<file path="src/rtl/dg0045_pkg.sv">
// Shared types and constants for the DG0045 core and its program-memory front end.
package dg0045_pkg;

  localparam int unsigned PC_W   = 10;
  localparam int unsigned HALF_W = 5;
  localparam int unsigned ROM_W  = 8;

  // Opcode the core decodes as a no-operation.
  localparam logic [ROM_W-1:0] NOP_OPCODE = 8'h00;

  typedef enum logic [2:0] {
    StSelLo,
    StSelHi,
    StSelLo2,
    StCheck,
    StWait
  } fetch_state_e;

  function automatic int unsigned max_u(input int unsigned a, input int unsigned b);
    return (a > b) ? a : b;
  endfunction

endpackage

</file>
<file path="src/rtl/dg0045_rom_fetch.sv">
// Scans the multiplexed PC_HL bus, rebuilds the 10-bit PC and fetches the addressed byte
// from a req/ack program memory, holding it for the core.
module dg0045_rom_fetch
  import dg0045_pkg::*;
#(
  parameter int unsigned       SETTLE_CYC = 2,
  parameter int unsigned       TIMEOUT    = 15,
  parameter logic [ROM_W-1:0]  NOP_BYTE   = NOP_OPCODE
) (
  input  logic              i_clk,
  input  logic              i_rst,
  input  logic [HALF_W-1:0] i_pc_hl,
  output logic              o_pc_mux,
  output logic              o_mem_req,
  output logic [PC_W-1:0]   o_mem_addr,
  input  logic              i_mem_ack,
  input  logic [ROM_W-1:0]  i_mem_rdata,
  output logic [ROM_W-1:0]  o_rom_data,
  output logic              o_rom_valid,
  output logic              o_fetch_err
);

  localparam int unsigned CntMax = max_u(SETTLE_CYC, TIMEOUT);
  localparam int unsigned CntW   = $clog2(CntMax + 1);
  localparam logic [CntW-1:0] SettleLd  = CntW'(SETTLE_CYC - 1);
  localparam logic [CntW-1:0] TimeoutLd = CntW'(TIMEOUT - 1);

  fetch_state_e      r_state;
  logic [CntW-1:0]   r_cnt;
  logic [HALF_W-1:0] r_lo1;
  logic [HALF_W-1:0] r_hi;
  logic [HALF_W-1:0] r_lo2;
  logic [PC_W-1:0]   r_last_addr;
  logic              r_have_addr;
  logic              r_pc_mux;
  logic              r_mem_req;
  logic [PC_W-1:0]   r_mem_addr;
  logic [ROM_W-1:0]  r_rom_data;
  logic              r_rom_valid;
  logic              r_fetch_err;

  logic [PC_W-1:0]   w_addr;
  logic              w_cnt_zero;

  assign w_addr     = {r_hi, r_lo2};
  assign w_cnt_zero = (r_cnt == '0);

  // One down-counter times both the bus settle window and the memory timeout.
  always_ff @(posedge i_clk) begin
    if (i_rst) begin
      r_state     <= StSelLo;
      r_cnt       <= '0;
      r_lo1       <= '0;
      r_hi        <= '0;
      r_lo2       <= '0;
      r_last_addr <= '0;
      r_have_addr <= 1'b0;
      r_pc_mux    <= 1'b0;
      r_mem_req   <= 1'b0;
      r_mem_addr  <= '0;
      r_rom_data  <= NOP_BYTE;
      r_rom_valid <= 1'b0;
      r_fetch_err <= 1'b0;
    end else begin
      case (r_state)
        StSelLo: begin
          if (w_cnt_zero) begin
            r_lo1    <= i_pc_hl;
            r_pc_mux <= 1'b1;
            r_cnt    <= SettleLd;
            r_state  <= StSelHi;
          end else begin
            r_cnt <= r_cnt - CntW'(1);
          end
        end
        StSelHi: begin
          if (w_cnt_zero) begin
            r_hi     <= i_pc_hl;
            r_pc_mux <= 1'b0;
            r_cnt    <= SettleLd;
            r_state  <= StSelLo2;
          end else begin
            r_cnt <= r_cnt - CntW'(1);
          end
        end
        StSelLo2: begin
          if (w_cnt_zero) begin
            r_lo2   <= i_pc_hl;
            r_state <= StCheck;
          end else begin
            r_cnt <= r_cnt - CntW'(1);
          end
        end
        StCheck: begin
          // A low half that moved mid-scan means hi may belong to either PC; rescan.
          if (r_lo1 != r_lo2) begin
            r_cnt   <= SettleLd;
            r_state <= StSelLo;
          end else if (r_have_addr && (w_addr == r_last_addr)) begin
            r_rom_valid <= 1'b1;
            r_cnt       <= SettleLd;
            r_state     <= StSelLo;
          end else begin
            r_rom_valid <= 1'b0;
            r_mem_addr  <= w_addr;
            r_mem_req   <= 1'b1;
            r_cnt       <= TimeoutLd;
            r_state     <= StWait;
          end
        end
        StWait: begin
          if (i_mem_ack) begin
            r_rom_data  <= i_mem_rdata;
            r_last_addr <= r_mem_addr;
            r_have_addr <= 1'b1;
            r_rom_valid <= 1'b1;
            r_mem_req   <= 1'b0;
            r_cnt       <= SettleLd;
            r_state     <= StSelLo;
          end else if (w_cnt_zero) begin
            r_rom_data  <= NOP_BYTE;
            r_rom_valid <= 1'b0;
            r_fetch_err <= 1'b1;
            r_have_addr <= 1'b0;
            r_mem_req   <= 1'b0;
            r_cnt       <= SettleLd;
            r_state     <= StSelLo;
          end else begin
            r_cnt <= r_cnt - CntW'(1);
          end
        end
        default: begin
          r_cnt   <= SettleLd;
          r_state <= StSelLo;
        end
      endcase
    end
  end

  assign o_pc_mux    = r_pc_mux;
  assign o_mem_req   = r_mem_req;
  assign o_mem_addr  = r_mem_addr;
  assign o_rom_data  = r_rom_data;
  assign o_rom_valid = r_rom_valid;
  assign o_fetch_err = r_fetch_err;

endmodule

</file>
<file path="config.mk">
export PLATFORM = sky130hd
export DESIGN_NAME = dg0045_rom_fetch
export DESIGN_NICKNAME = d
export VERILOG_FILES = /design/src/rtl/dg0045_pkg.sv /design/src/rtl/dg0045_rom_fetch.sv
export SDC_FILE = /design/constraint.sdc
export NUM_CORES = 1
export LEC_CHECK = 0
export CAP_MARGIN = 30
export CORE_MARGIN = 2
export CORE_UTILIZATION = 50
export DETAILED_ROUTE_END_ITERATION = 10
export GPL_ROUTABILITY_DRIVEN = 1
export PLACE_DENSITY = 0.75
export SYNTH_ARGS = -nofsm -noshare
export SYNTH_HDL_FRONTEND = slang
export SYNTH_SLANG_ARGS = --single-unit
</file>
<file path="constraint.sdc">
create_clock -name i_clk -period 1.9 [get_ports i_clk]
set_input_delay 0.38 -clock i_clk [delete_from_list [all_inputs] [get_ports i_clk]]
set_output_delay 0.38 -clock i_clk [all_outputs]
set_load 0.1 [all_outputs]
</file>
# Word level (Yosys, flattened, before mapping)
# Index checks and enable logic that the tools add are counted.
# word_totals
word_cells	75
inputBits	16
register_bits	55
output_inout_bits	22
# op_classes
mux	27
n_addsub	1
bitwise_logic	3
reduce_logical	18
n_eq_ne	13
# op_table
op	n
3-bit two-way mux	7
4-bit two-way mux	5
8-bit two-way mux	2
4-bit case mux with 4 select lines	1
3-bit case mux with 5 select lines	1
2-bit inequality test, second input constant	6
3-bit AND reduction	4
10-bit == test	1
2-bit AND reduction	5
1-bit two-way mux	8
4-bit AND reduction	2
3-bit by 2-bit == test with 1-bit output, second input constant	2
1-bit case mux with 2 select lines	3
2-bit nonzero test	3
5-bit inequality test	1
4-bit logical NOT	1
4-bit by 1-bit subtractor with 4-bit output, second input constant	1
3-bit by 1-bit == test with 1-bit output, second input constant	1
3-bit == test, second input constant	1
3-bit logical NOT	1
3-bit inequality test, second input constant	1
1-bit inverter	3
2-bit OR reduction	1
1-bit logical AND	1

# Longest topological paths before layout
# Gate-level depths: netlist of the first run.
# depth
ltp_word	5
ltp_mapped	8
mapped_depth_nobuf	7

# Least setup slack after synthesis of the first run
# No wires, ideal clock.
# synth_timing
kind	register -> register
startpoint	register r_cnt[0]
endpoint	register r_cnt[1]
path_buffers	1
slack_ns	0.276
path_stages_with_launch	9
period_less_slack_ns	1.624
t_arrival_ns	1.495
required_time_ns	1.771
setup_ns	0.129
path_cell_list	dfxtp_1 -> inv_1 -> ha_1 -> or3b_1 -> buf_6 -> a21oi_2 -> o2bb2ai_2 -> a22oi_1 -> o32ai_1
# synth_between
elab_chain_len	4
elab_cells_between_ends	7
cone_classes	1 x add/sub; 1 x eq/ne; 4 x mux; 1 x reduce/logical
# synth_rtl
item	line	text
from (decl)	dg0045_rom_fetch.sv:29	logic [CntW-1:0] r_cnt;
from (signal assigned)	dg0045_rom_fetch.sv:70	r_cnt <= SettleLd;
from (signal assigned)	dg0045_rom_fetch.sv:73	r_cnt <= r_cnt - CntW'(1);
from (signal assigned)	dg0045_rom_fetch.sv:80	r_cnt <= SettleLd;
4-bit by 1-bit subtractor with 4-bit output or 4-bit logical NOT (tied branches)	n/a	
4-bit two-way mux	dg0045_rom_fetch.sv:67, dg0045_rom_fetch.sv:77, dg0045_rom_fetch.sv:120	
4-bit two-way mux	dg0045_rom_fetch.sv:112	if (i_mem_ack) begin
4-bit case mux with 4 select lines	dg0045_rom_fetch.sv:65	case (r_state)
# Parallel ways exist; a longest one is shown, timed or not. The select of a mux whose other input is x is not followed.
# A chain may end at the register's enable or synchronous reset.

# Worst setup path after layout of the first run
# layout_timing
startpoint	register r_hi[2]
endpoint	register r_cnt[1]
# layout_between
elab_chain_len	5
# layout_rtl
item	line	text
from (decl)	dg0045_rom_fetch.sv:31	logic [HALF_W-1:0] r_hi;
from (signal assigned)	dg0045_rom_fetch.sv:78	r_hi <= i_pc_hl;
10-bit == test	dg0045_rom_fetch.sv:99	end else if (r_have_addr && (w_addr == r_last_addr)) begin
1-bit logical AND	dg0045_rom_fetch.sv:99	
4-bit two-way mux	dg0045_rom_fetch.sv:99	
4-bit two-way mux	dg0045_rom_fetch.sv:96	if (r_lo1 != r_lo2) begin
4-bit case mux with 4 select lines	dg0045_rom_fetch.sv:65	
to (signal assigned)	dg0045_rom_fetch.sv:70	
to (signal assigned)	dg0045_rom_fetch.sv:97	r_cnt <= SettleLd;
to (signal assigned)	dg0045_rom_fetch.sv:101	r_cnt <= SettleLd;
# No other way between the ends.

==> flow_summary.json, run 1 <==
{
  "max_cap_viol_count": 0,
  "route.detailed.drc": 0,
  "fmax_mhz": 573,
  "leakagePower_nw": 1.10,
  "antenna_found_initial": 0,
  "yosysMostFrequentCell": "dfxtp_1",
  "cts_tree": "done",
  "fp-row-count": 24,
  "r2r-end": "r_cnt[1]$_SDFFE_PP0N_",
  "insertedDiodeCount": 0,
  "crit_path_start_kind": "register",
  "max_slew_margin_pct": 68.0,
  "status": "finished clean",
  "met1_usage_pct": 28.3,
  "hpwl_um": 3830,
  "syn_to_final_growth_pct": 25.1,
  "gp_congestion": 0.920,
  "synthSimpleGateAreaFrac_pct": 21.7,
  "cts_sinks": 55,
  "drt-initial-drc-count": 127,
  "power.share.switching_pct": 36.2,
  "worstPathRequired_ns": 2.09,
  "path_clk_slew_ns": 0.09,
  "seq_area_frac_synth_pct": 47.4,
  "synth_area_mm2": 0.00232,
  "synth_seq_cells": 55,
  "synth_edf_count": 0,
  "cts_buffer_depth": 2,
  "powerDensity_mw_per_mm2": 1040,
  "post-synth-top-area-fraction_pct": 47.4,
  "avgSynthCellArea_um2": 8.44,
  "crit_type": "register to register",
  "wl_um": 5270,
  "rrSetupSlack_ns": 0.16,
  "synth-async-reset-ratio_pct": 0,
  "post-cts-setup-buffers": 0,
  "dr.pass1.iters": 4,
  "rsz0062_at_grt": "false",
  "num-nets-final": 332,
  "yosys-top-cells-count": "dfxtp_1, nand2_1, a21oi_1",
  "muxShareOfSynthArea_pct": 2.16,
  "top_usage_layer": "met2",
  "yosys_warnings": 0,
  "period_share_pct": 91.8,
  "skew_ns": 0.00662,
  "r2r_start": "r_hi[2]$_SDFFE_PP0P_",
  "ant_nets": 0,
  "critPathLaunch": "r_hi[2]$_SDFFE_PP0P_",
  "drive_gt1_share_pct": 16.2,
  "ir_drop_uv": 726,
  "cp.arrival_ns": 1.93,
  "numCtsBuffers": 5,
  "synth_nets": 293,
  "cp_cell_sequence": "xnor2_1 -> nand4_1 -> or3_1 -> a22oi_1 -> o32ai_1",
  "io_buffers": 37,
  "combPwrFrac_pct": 34.2,
  "worst_pin_slew_ns": 0.479,
  "crit_path_max_incr_delay_ns": 0.58,
  "core_area_mm2": 0.00441,
  "die_area_mm2": 0.00520,
  "intPower_mw": 1.94,
  "root_buffer": "clkbuf_8",
  "grt_start_max_net_pins": 22,
  "crit_end": "r_cnt[1]$_SDFFE_PP0N_",
  "num_io_pins": 38,
  "die_x_um": 72.1,
  "h-tree-depth": 2,
  "die_h_um": 72.1,
  "num_vias": 2011,
  "period_minus_slack_ns": 1.74,
  "worst_setup_path_end_kind": "register",
  "synth_flop_cell": "dfxtp_1",
  "track_usage_pct": 21.3,
  "synth.area.top_cells": "dfxtp_1, a21oi_1, nand2_1, nand3_1, xnor2_1",
  "drv_slew": 0,
  "vias_per_cell": 5.48,
  "synth_top_family_by_area": "simple AND/OR/NAND/NOR gates",
  "fin_setup_tns_ns": 0,
  "met3_usage_pct": 3.89,
  "clockPowerShare_pct": 20.4,
  "yosysUniqueCellTypes": 34,
  "cts-hold-fix-buffers": 0,
  "p_seq_share_pct": 45.4,
  "synthXorXnorAreaFrac_pct": 6.42,
  "hold_viol": 0,
  "synthAdderAreaFrac_pct": 1.08,
  "setup_viol": 0,
  "clock_latency_ns": 0.31,
  "power_mw": 3.03,
  "ff2ff_path_depth": 5,
  "min_path_type": "input port to register",
  "grt_pass1_wl_um": 8740,
  "start_util_pct": 52.6,
  "yosysTopAreaCell": "dfxtp_1",
  "grt_remaining_overflow": 0,
  "met2_usage_pct": 35.7,
  "slowest_stage": "or3_1",
  "first_global_vias": 1940,
  "synth-compound-area-share_pct": 16.3,
  "netlist_instances": 275,
  "critPathMaxFanout": 12,
  "power.switching_mw": 1.10,
  "wl_per_cell_um": 14.3
}
==> power groups by stage <==
stage / sequential [mW] / clock [mW] / combinational (mW)
global route: 1.39 / 0.687 / 1.14
finish: 1.38 / 0.619 / 1.04
detailed placement: 1.40 / 0 / 1.02
floorplan: 1.48 / 0 / 0.692
CTS: 1.37 / 0.637 / 1.02
global placement: 1.40 / 0 / 0.996
==> cell families after synthesis <==
family,after synthesis
simple gates,107
mux,5
compound gates,66
buf+inv,23
fa+ha+maj,2
xor+xnor,17
flops,55
==> timing repair <==
action	in CTS	in global routing
hold endpoints to repair	0	0
gates resized for setup	0	1
setup endpoints to repair	0	2
==> cell usage in the layout (no fill, tap or decap), types with 2 or more instances in the layout <==
cell,instances
ha_1,2
dfxtp_1,55
buf_12,9
nand2_1,39
mux2i_1,5
nor3_1,5
nand3_1,25
a22oi_1,9
a21oi_1,38
o21ai_0,13
xor2_1,5
xnor2_1,12
and3_1,2
nor2_1,22
nor2b_1,2
buf_4,27
inv_1,4
nand4_1,3
clkdlybuf4s50_1,14
nand3b_1,2
clkbuf_8,5
==> layer usage <==
layer | part of all wire, % | vias to the layer above | routed length, um
met5 | 0 | - | 0
met4 | 0.70 | 0 | 37
met3 | 4.2 | 4 | 223
met2 | 49 | 43 | 2580
met1 | 46 | 951 | 2430
li1 | - | 1013 | -
==> how the worst min path moves through the flow <==
stage	start	to	cells past startpoint
floorplan	r_lo1[0]$_SDFFE_PP0P_	r_lo1[0]$_SDFFE_PP0P_	2
global placement	o_mem_req$_SDFFE_PP0P_	o_mem_req$_SDFFE_PP0P_	2
detailed placement	o_mem_req$_SDFFE_PP0P_	o_mem_req$_SDFFE_PP0P_	2
CTS	i_rst	o_rom_data[2]$_SDFFE_PP0P_	2
global route	i_rst	o_rom_data[7]$_SDFFE_PP0P_	2
finish	i_rst	o_rom_data[2]$_SDFFE_PP0P_	2
==> cell type report <==
class | instances | area [um2]
sequential | 55 | 1100
clock inverter | 2 | 12.5
timing repair buffer | 51 | 528
clock buffer | 6 | 72.6
inverter | 4 | 15.0
fill | 389 | 1510
tap | 52 | 65.1
multi-input combinational | 197 | 1110
==> through the flow <==
| step | util [%] | hold WS, ns | setup WS (ns) | area (um2) | std cells |
|---|---|---|---|---|---|
| finish | 65.8 | 0.450 | 0.155 | 2900 | 367 |
| global route | 65.8 | 0.468 | 0.00230 | 2900 | 367 |
| CTS | 65.7 | 0.445 | 0.0900 | 2900 | 367 |
| detailed placement | 63.8 | 0.449 | 0.100 | 2820 | 359 |
| global placement | 63.8 | 0.443 | 0.184 | 2820 | 359 |
| floorplan | - | 0.448 | 0.276 | 2320 | 275 |
==> state kept, by name, summed over array words and instances (netlist names) <==
register	count
o_fetch_err	1
o_mem_addr	10
r_hi	5
r_last_addr	10
o_rom_valid	1
o_rom_data	8
o_pc_mux	1
r_state	3
r_have_addr	1
o_mem_req	1
r_lo2	5
r_lo1	5
r_cnt	4
==> critical path: cells and delay by family, from the launching register on <==
family           cells  cell delay [ns]
AND/OR/NAND/NOR      2             0.73
flip-flops           1             0.41
AO/OA/AOI/OAI        2             0.34
XOR/XNOR             1             0.14
Note: power is estimated with default switching activity, not from simulation.
==> run 2, diff against run 1 <==
--- a/config.mk
+++ b/config.mk
@@ -6,7 +6,7 @@
 export NUM_CORES = 1
 export LEC_CHECK = 0
 export CAP_MARGIN = 30
-export CORE_MARGIN = 2
+export CORE_MARGIN = 3
 export CORE_UTILIZATION = 50
 export DETAILED_ROUTE_END_ITERATION = 10
 export GPL_ROUTABILITY_DRIVEN = 1
==> constraint.sdc (replaced) <==
create_clock -name i_clk -period 2.2 [get_ports i_clk]
set_input_delay 0.44 -clock i_clk [delete_from_list [all_inputs] [get_ports i_clk]]
set_output_delay 0.44 -clock i_clk [all_outputs]
set_load 0.1 [all_outputs]
==> flow_summary.json, run 2 (synthesized netlist as in run 1, its figures left out) <==
{
  "io_buffers": 37,
  "powerDensity_mw_per_mm2": 952,
  "route.detailed.drc": 0,
  "post-cts-setup-buffers": 0,
  "power.switching_mw": 0.962,
  "clockPowerShare_pct": 21.8,
  "period_minus_slack_ns": 1.86,
  "seqCellArea_mm2": 0.00110,
  "ir_drop_uv": 759,
  "max_slew_margin_pct": 66.0,
  "core_area_mm2": 0.00441,
  "fillers": 414,
  "track_usage_pct": 19.6,
  "hpwl_um": 3690,
  "drt-initial-drc-count": 100,
  "status": "finished clean",
  "cts_resized": 0,
  "cts-hold-fix-buffers": 0,
  "ant_nets": 0,
  "grt_remaining_overflow": 0,
  "p_seq_share_pct": 45.5,
  "worst_setup_path_end_kind": "register",
  "cts_buffer_depth": 2,
  "clock_latency_ns": 0.31,
  "num_io_pins": 38,
  "cp_cell_sequence": "inv_1 -> ha_1 -> nor3b_2 -> nor2_1 -> or2_1 -> nand3b_1 -> and3_1",
  "skew_ns": 0.00526,
  "path_clk_slew_ns": 0.10,
  "vias_per_cell": 5.38,
  "leakagePower_nw": 1.05,
  "h-tree-depth": 2,
  "wl_um": 5110,
  "grt_pass1_wl_um": 8350,
  "setup_viol": 0,
  "slowest_stage": "dfxtp_1",
  "combPwrFrac_pct": 32.7,
  "die_area_mm2": 0.00550,
  "intPower_mw": 1.65,
  "multi_input_area_mm2": 0.00111,
  "worstPathRequired_ns": 2.41,
  "crit_type": "register to register",
  "root_buffer": "clkbuf_8",
  "syn_to_final_growth_pct": 18.2,
  "insertedDiodeCount": 0,
  "start_util_pct": 52.6,
  "cts_tree": "done",
  "utilization_pct": 62.2,
  "fin_setup_tns_ns": 0,
  "dr.pass1.iters": 4,
  "cp.arrival_ns": 2.07,
  "final_cell_mix": "dfxtp_1, nand2_1, a21oi_1, buf_4, nand3_1",
  "num-nets-final": 325,
  "fp-row-count": 24,
  "cts_sinks": 55,
  "grt_start_max_net_pins": 26,
  "power.share.switching_pct": 36.8,
  "rsz0062_at_grt": "false",
  "min_path_type": "register to register",
  "crit_path_max_incr_delay_ns": 0.40,
  "fmax_mhz": 538,
  "period_share_pct": 84.5,
  "numCtsBuffers": 5,
  "num_vias": 1936,
  "crit_path_start_kind": "register",
  "power_mw": 2.61,
  "wl_per_cell_um": 14.2,
  "final_common_cell": "dfxtp_1",
  "first_global_vias": 1767,
  "drive_gt1_share_pct": 14.3,
  "hold_viol": 0,
  "die_x_um": 74.1,
  "die_h_um": 74.1,
  "critPathMaxFanout": 10,
  "antenna_found_initial": 0,
  "worst_pin_slew_ns": 0.508,
  "max_cap_viol_count": 0,
  "gp_congestion": 0.898,
  "drv_slew": 0
}
==> run 2: cell types whose count changed in the layout (fill, tap and decap cells not counted) <==
cell	before	now
buf_12	9	0
buf_4	27	29
clkinv_4	0	2
clkbuf_1	1	0
clkinv_2	1	0
or3b_1	0	1
or3b_4	1	0
==> run 2: routing by layer <==
metal	track usage, %	wire, um	up-vias
li1	-	-	1007
met1	26.4	2480	900
met2	32.0	2430	23
met3	4.05	145	6
met4	5.43	57	0
met5	0	0	-
==> run 2: cell type report <==
type	count	share of cell area [%]
well taps	52	2.37
clock inverters	3	0.912
flip-flops and latches	55	40.1
repair buffers	44	13.2
clock buffers	5	2.51
multi-input cells	197	40.3
inverters	4	0.547
==> run 2: power groups by stage <==
stage | sequential (mW) | combinational, mW | clock, mW
final | 1.19 | 0.854 | 0.569
after global routing | 1.20 | 0.942 | 0.617
after CTS | 1.19 | 0.850 | 0.580
after detailed placement | 1.21 | 0.847 | 0
after global placement | 1.21 | 0.834 | 0
after floorplan | 1.28 | 0.597 | 0
==> run 2: metrics by stage <==
step	instance area, um2	hold slack, ns	setup WS [ns]	cells
4_1_cts	2740	0.463	0.331	360
5_1_grt	2740	0.483	0.148	360
6_report	2740	0.458	0.340	360
2_1_floorplan	2320	0.448	0.576	275
3_5_place_dp	2650	0.450	0.276	352
3_3_place_gp	2650	0.452	0.315	352
==> run 2: critical path, delay by kind of cell (launching register included) <==
family | cells | cell delay, ns
simple gates | 5 | 1.07
fa+ha+maj | 1 | 0.20
flops | 1 | 0.40
buf+inv | 1 | 0.09
==> run 2: worst paths after layout <==
path	start	endpoint	slack [ns]	depth (start not counted)
min reg2reg	o_mem_req$_SDFFE_PP0P_	o_mem_req$_SDFFE_PP0P_	0.46	2
min	o_mem_req$_SDFFE_PP0P_	o_mem_req$_SDFFE_PP0P_	0.46	2
max reg2reg	r_cnt[0]$_SDFFE_PP0N_	o_rom_valid$_SDFFE_PP0P_	0.34	7
max	r_cnt[0]$_SDFFE_PP0N_	o_rom_valid$_SDFFE_PP0P_	0.34	7
==> run 3, diff against run 2 <==
==> constraint.sdc (replaced) <==
create_clock -name i_clk -period 1.9 [get_ports i_clk]
set_input_delay 0.38 -clock i_clk [delete_from_list [all_inputs] [get_ports i_clk]]
set_output_delay 0.38 -clock i_clk [all_outputs]
set_load 0.1 [all_outputs]
==> flow_summary.json, run 3 (synthesized netlist as in run 1, its figures left out) <==
{
  "vias_per_cell": 5.52,
  "cts_sinks": 55,
  "gp_congestion": 0.876,
  "drive_gt1_share_pct": 15.9,
  "setup_viol": 0,
  "h-tree-depth": 2,
  "grt_pass1_wl_um": 9040,
  "numCtsBuffers": 5,
  "crit_path_max_incr_delay_ns": 0.43,
  "hpwl_um": 3890,
  "die_area_mm2": 0.00550,
  "period_minus_slack_ns": 1.75,
  "final_cell_mix": "dfxtp_1, nand2_1, a21oi_1, nand3_1, buf_4",
  "dr.pass1.iters": 4,
  "num-nets-final": 331,
  "ff2ff_path_depth": 7,
  "fp-row-count": 24,
  "rsz0062_at_grt": "false",
  "critPathBufInv": 1,
  "cts_tree": "done",
  "post-cts-setup-buffers": 0,
  "path_clk_slew_ns": 0.09,
  "final_common_cell": "dfxtp_1",
  "track_usage_pct": 21.2,
  "drv_slew": 0,
  "ant_nets": 0,
  "num_vias": 2022,
  "root_buffer": "clkbuf_8",
  "drt-initial-drc-count": 114,
  "cts_resized": 0,
  "critPathTopFamily": "compound AO/OA/AOI/OAI gates",
  "max_slew_margin_pct": 67.5,
  "leakagePower_nw": 1.11,
  "io_buffers": 37,
  "finalWorstSetupSlack_ns": 0.152,
  "status": "finished clean",
  "cp_cell_sequence": "inv_1 -> ha_1 -> or3b_4 -> a21oi_2 -> o2bb2ai_2 -> a22oi_1 -> o32ai_1",
  "worstPathRequired_ns": 2.08,
  "crit_type": "register to register",
  "hold_viol": 0,
  "first_global_vias": 1910,
  "start_util_pct": 52.6,
  "dp_slack_ns": 0.0957,
  "syn_to_final_growth_pct": 25.9,
  "hold_depth": 2,
  "wl_um": 5380,
  "period_share_pct": 92.0,
  "grt_remaining_overflow": 0,
  "min_path_type": "input port to register",
  "crit_path_start_kind": "register",
  "die_h_um": 74.1,
  "wl_per_cell_um": 14.7,
  "critPathMaxFanout": 7,
  "cts_buffer_depth": 2,
  "powerDensity_mw_per_mm2": 1060,
  "cts-hold-fix-buffers": 0,
  "grt_start_max_net_pins": 42,
  "crit_cells": 7,
  "antenna_found_initial": 0,
  "slowest_stage": "or3b_4",
  "clock_latency_ns": 0.30,
  "die_x_um": 74.1,
  "cp.arrival_ns": 1.92,
  "max_cap_viol_count": 0,
  "ir_drop_uv": 1130,
  "worst_pin_slew_ns": 0.486,
  "num_io_pins": 38,
  "route.detailed.drc": 0,
  "insertedDiodeCount": 0,
  "fin_setup_tns_ns": 0,
  "skew_ns": 0.00532,
  "core_area_mm2": 0.00441,
  "worst_setup_path_end_kind": "register",
  "fmax_mhz": 572
}
run 3: report_power, final:
group / switching [mW] / internal (mW)
clock network: 0.352 / 0.333
registers: 0.106 / 1.27
logic: 0.637 / 0.409
run 3: final timing paths:
path / startpoint / to / slack (ns)
min reg2reg: o_mem_req$_SDFFE_PP0P_ / o_mem_req$_SDFFE_PP0P_ / 0.47
min: i_rst / o_rom_data[2]$_SDFFE_PP0P_ / 0.44
max reg2reg: r_cnt[0]$_SDFFE_PP0N_ / r_cnt[1]$_SDFFE_PP0N_ / 0.15
max: r_cnt[0]$_SDFFE_PP0N_ / r_cnt[1]$_SDFFE_PP0N_ / 0.15
run 3: metrics by stage:
step	std cells	hold slack [ns]	util [%]	area, um2	power (mW)
3_5_place_dp	358	0.456	63.9	2820	2.42
3_3_place_gp	358	0.447	63.9	2820	2.40
6_report	366	0.435	66.2	2920	3.11
5_1_grt	366	0.451	66.2	2920	3.28
4_1_cts	366	0.427	66.2	2920	3.10
2_1_floorplan	275	0.448	-	2320	2.18
run 3: layer usage:
layer | GRT usage (%) | share of wire, % | up-vias
li1 | - | - | 1014
met5 | 0 | 0 | -
met1 | 27.8 | 44 | 949
met4 | 6.44 | 1.3 | 0
met3 | 3.92 | 4.4 | 6
met2 | 35.6 | 50 | 53
run 3: layout make-up:
class                      instances  area (um2)
multi-input combinational        197        1110
timing repair buffer              50         533
sequential                        55        1100
fill                             369        1490
tap                               52        65.1
inverter                           4        15.0
clock buffer                       8         100
==> patch: new RTL, config.mk and constraints of run 1 <==
Encoding of `fetch_state_e`: now one-hot (5 bits for 5 states).
--- a/src/rtl/dg0045_pkg.sv
+++ b/src/rtl/dg0045_pkg.sv
@@ -10,8 +10,8 @@
 
-  typedef enum logic [2:0] {
-    StSelLo,
-    StSelHi,
-    StSelLo2,
-    StCheck,
-    StWait
+  typedef enum logic [4:0] {
+    StSelLo  = 5'b00001,
+    StSelHi  = 5'b00010,
+    StSelLo2 = 5'b00100,
+    StCheck  = 5'b01000,
+    StWait   = 5'b10000
   } fetch_state_e;
Formal check against the unedited RTL: same outputs for any inputs over 10 cycles, from zero or initial values and one cycle with i_rst high; not proved beyond that.
==> patch against run 1 <==
- the run now ends with setup timing left
- total power is 39% higher
- hold slack better by 20 ps
- cell area increased by 17%
- synthesized area grew 6.5%
- routed wire length grew 17%
- sequential cell count is 2 higher
- worst setup slack lost 210 ps
- utilization is 5.7 points higher
==> patch: results (changes against run 1) <==
STATUS='complete, but fails checks'
VIOLATED_CHECKS='setup timing'
FINALWEIGHTEDCONGESTION=0.952  # +3.5%
CLK-INSERTION-DELAY-LATE_PS=330  # +20 ps
GRT_FIRST_PASS_WIRELENGTH_MICRONS=10500  # +20%
GRTUSAGETOTAL=0.250  # +0.0367
FINALCLOCKSKEW_PS=5.14  # -1.48 ps
PLACE_HPWL_MICRONS=4340  # +13%
POWER_SWITCHING_SHARE=0.344  # -0.0181
CLOCK_TREE.BUFFER_DEPTH=2  # unchanged
CLKTRANSATPATHREGS_PS=60  # -30 ps
MAXIMUM_FANOUT_COUNT_ALONG_THE_CRITICAL_PATH=7  # -5
MAXIMUM_NUMBER_OF_PINS_ON_ONE_NET_BEFORE_GLOBAL_ROUTE_REPAIR=29  # +32%
LEAKAGEPOWER_nW=1.33  # +20%
GRTUSAGEMET1=0.306  # +0.0227
GRT_USE_MET2=0.418  # +0.0609
SYNTH_NETS=310  # +5.8%
TRITONCTS.NUM_BUFFERS=9  # +4
FIN_TNS_SETUP_PS=-190  # -190 ps
POST_SYNTH_NUM_CELL_TYPES=42  # +24%
GR-USAGE-MET3=0.0583  # +0.0194
ASYNC_FLOP_SHARE=0  # unchanged
VIAS_IN_THE_FIRST_GLOBAL_ROUTE=2319  # +20%
GRT_MOST_USED_LAYER='met2'
DESIGN.FINAL.NETS=370  # +11%
SETUP_VIOL=8  # +8
SYNTH_WARNINGS=0  # unchanged
MAX_SLEW.WORST_PIN.SLEW_PS=398  # -80.9 ps
SYNTH_SEQ_AREA_SHARE=0.462  # -0.0129
POST_SYNTH_MOST_FREQUENT_CELLS='57 x sky130_fd_sc_hd__dfxtp_1, 46 x sky130_fd_sc_hd__nand2_1, 28 x sky130_fd_sc_hd__a21oi_1, 25 x sky130_fd_sc_hd__nor2_1, 14 x sky130_fd_sc_hd__clkbuf_1'
CLASSIFICATION_OF_THE_WORST_SLACK_HOLD_PATH='reg2reg'
SYNTH.TOP_CELLS.BY_AREA='sky130_fd_sc_hd__dfxtp_1 46%, sky130_fd_sc_hd__nand2_1 7.0%, sky130_fd_sc_hd__a21oi_1 5.7%, sky130_fd_sc_hd__mux2i_1 4.5%, sky130_fd_sc_hd__xnor2_1 3.9%'
CTS.HTREE.LEVELS=3  # +1
DETAIL_ROUTE.VIAS_PER_CELL=5.38  # -1.7%
ANTENNADIODECOUNT=0  # unchanged
WORSTPATHARRIVAL_PS=2180  # +250 ps
PLACED_CELL_AREA_SQ_UM=3140  # +11%
IR_WORST_VDD_V=0.000675  # -6.9%
PORT_BUFFERS=37  # unchanged
POST_ROUTE_CELLS_DRIVE_ABOVE_1_SHARE=0.244  # +0.0818
CLK_ROOT_BUFFER_CELL='sky130_fd_sc_hd__clkbuf_8'
LAYOUT_SETUP_WS_PS=-59.0  # -214 ps
DRT-PASS1-ITER-COUNT=5  # +1
POST_ROUTE_WL_MICRONS=6150  # +17%
DETAILEDROUTE.FIRSTITERATIONVIOLATIONS=102  # -20%
ANTENNA_VIOLATIONS_BEFORE_REPAIR=0  # unchanged
[patch: layer usage]
metal  wire, microns  vias to the layer above
met5               0                        -
met4             159                        0
met3             230                       18
met2            3120                       56
met1            2640                     1079
li1                -                     1130
[patch: cell type report]
type	count	area, sq um
clock buffer	11	141
clock inverter	5	55.1
fill	376	1360
inverter	8	35.0
multi-input combinational	208	1290
sequential	57	1140
tap	67	83.8
timing repair buffer	68	652
[patch: cell families (layout without fill, tap and decap cells)]
kind of cell    after synthesis  after routing  synth area share
mux                          11             11            0.0445
fa+ha+maj                     2              2            0.0101
xor+xnor                     18             18            0.0638
simple gates                109            109             0.203
compound gates               68             68             0.171
flops                        57             57             0.462
buf+inv                      27             92            0.0466
[patch: metrics by stage]
stage,worst slack [ps],cells
final,-59.0,424
after global routing,-102,424
after CTS,-48.9,424
after detailed placement,-173,408
after global placement,-103,408
after floorplan,-210,292
[patch: final timing paths]
check                 start             end  slack, ps  cells after the start
max              r_state[4]      r_state[1]        -60                      5
min          r_last_addr[2]  r_last_addr[2]        470                      2
max reg2reg      r_state[4]      r_state[1]        -60                      5
min reg2reg  r_last_addr[2]  r_last_addr[2]        470                      2
[patch: power groups by stage]
stage	Sequential, mW	Combinational [mW]	Clock [mW]
after CTS	1.44	1.53	1.13
after detailed placement	1.47	1.47	0
final	1.44	1.65	1.11
after global routing	1.46	1.79	1.18
after floorplan	1.58	0.954	0
after global placement	1.46	1.45	0
[patch: repair_timing]
item	4_1_cts	5_1_grt
setup endpoints to repair	11	32
buffers inserted	0	0
pin swaps	0	3
resized for setup	6	11
endpoints found under the hold margin	0	0
[patch: critical path, cell delays in order, from the launching register on]
cell	delay, ps
sky130_fd_sc_hd__dfxtp_2	330
sky130_fd_sc_hd__or4b_4	570
sky130_fd_sc_hd__a21o_1	220
sky130_fd_sc_hd__or3_4	370
sky130_fd_sc_hd__nor2b_4	180
sky130_fd_sc_hd__o21a_1	190
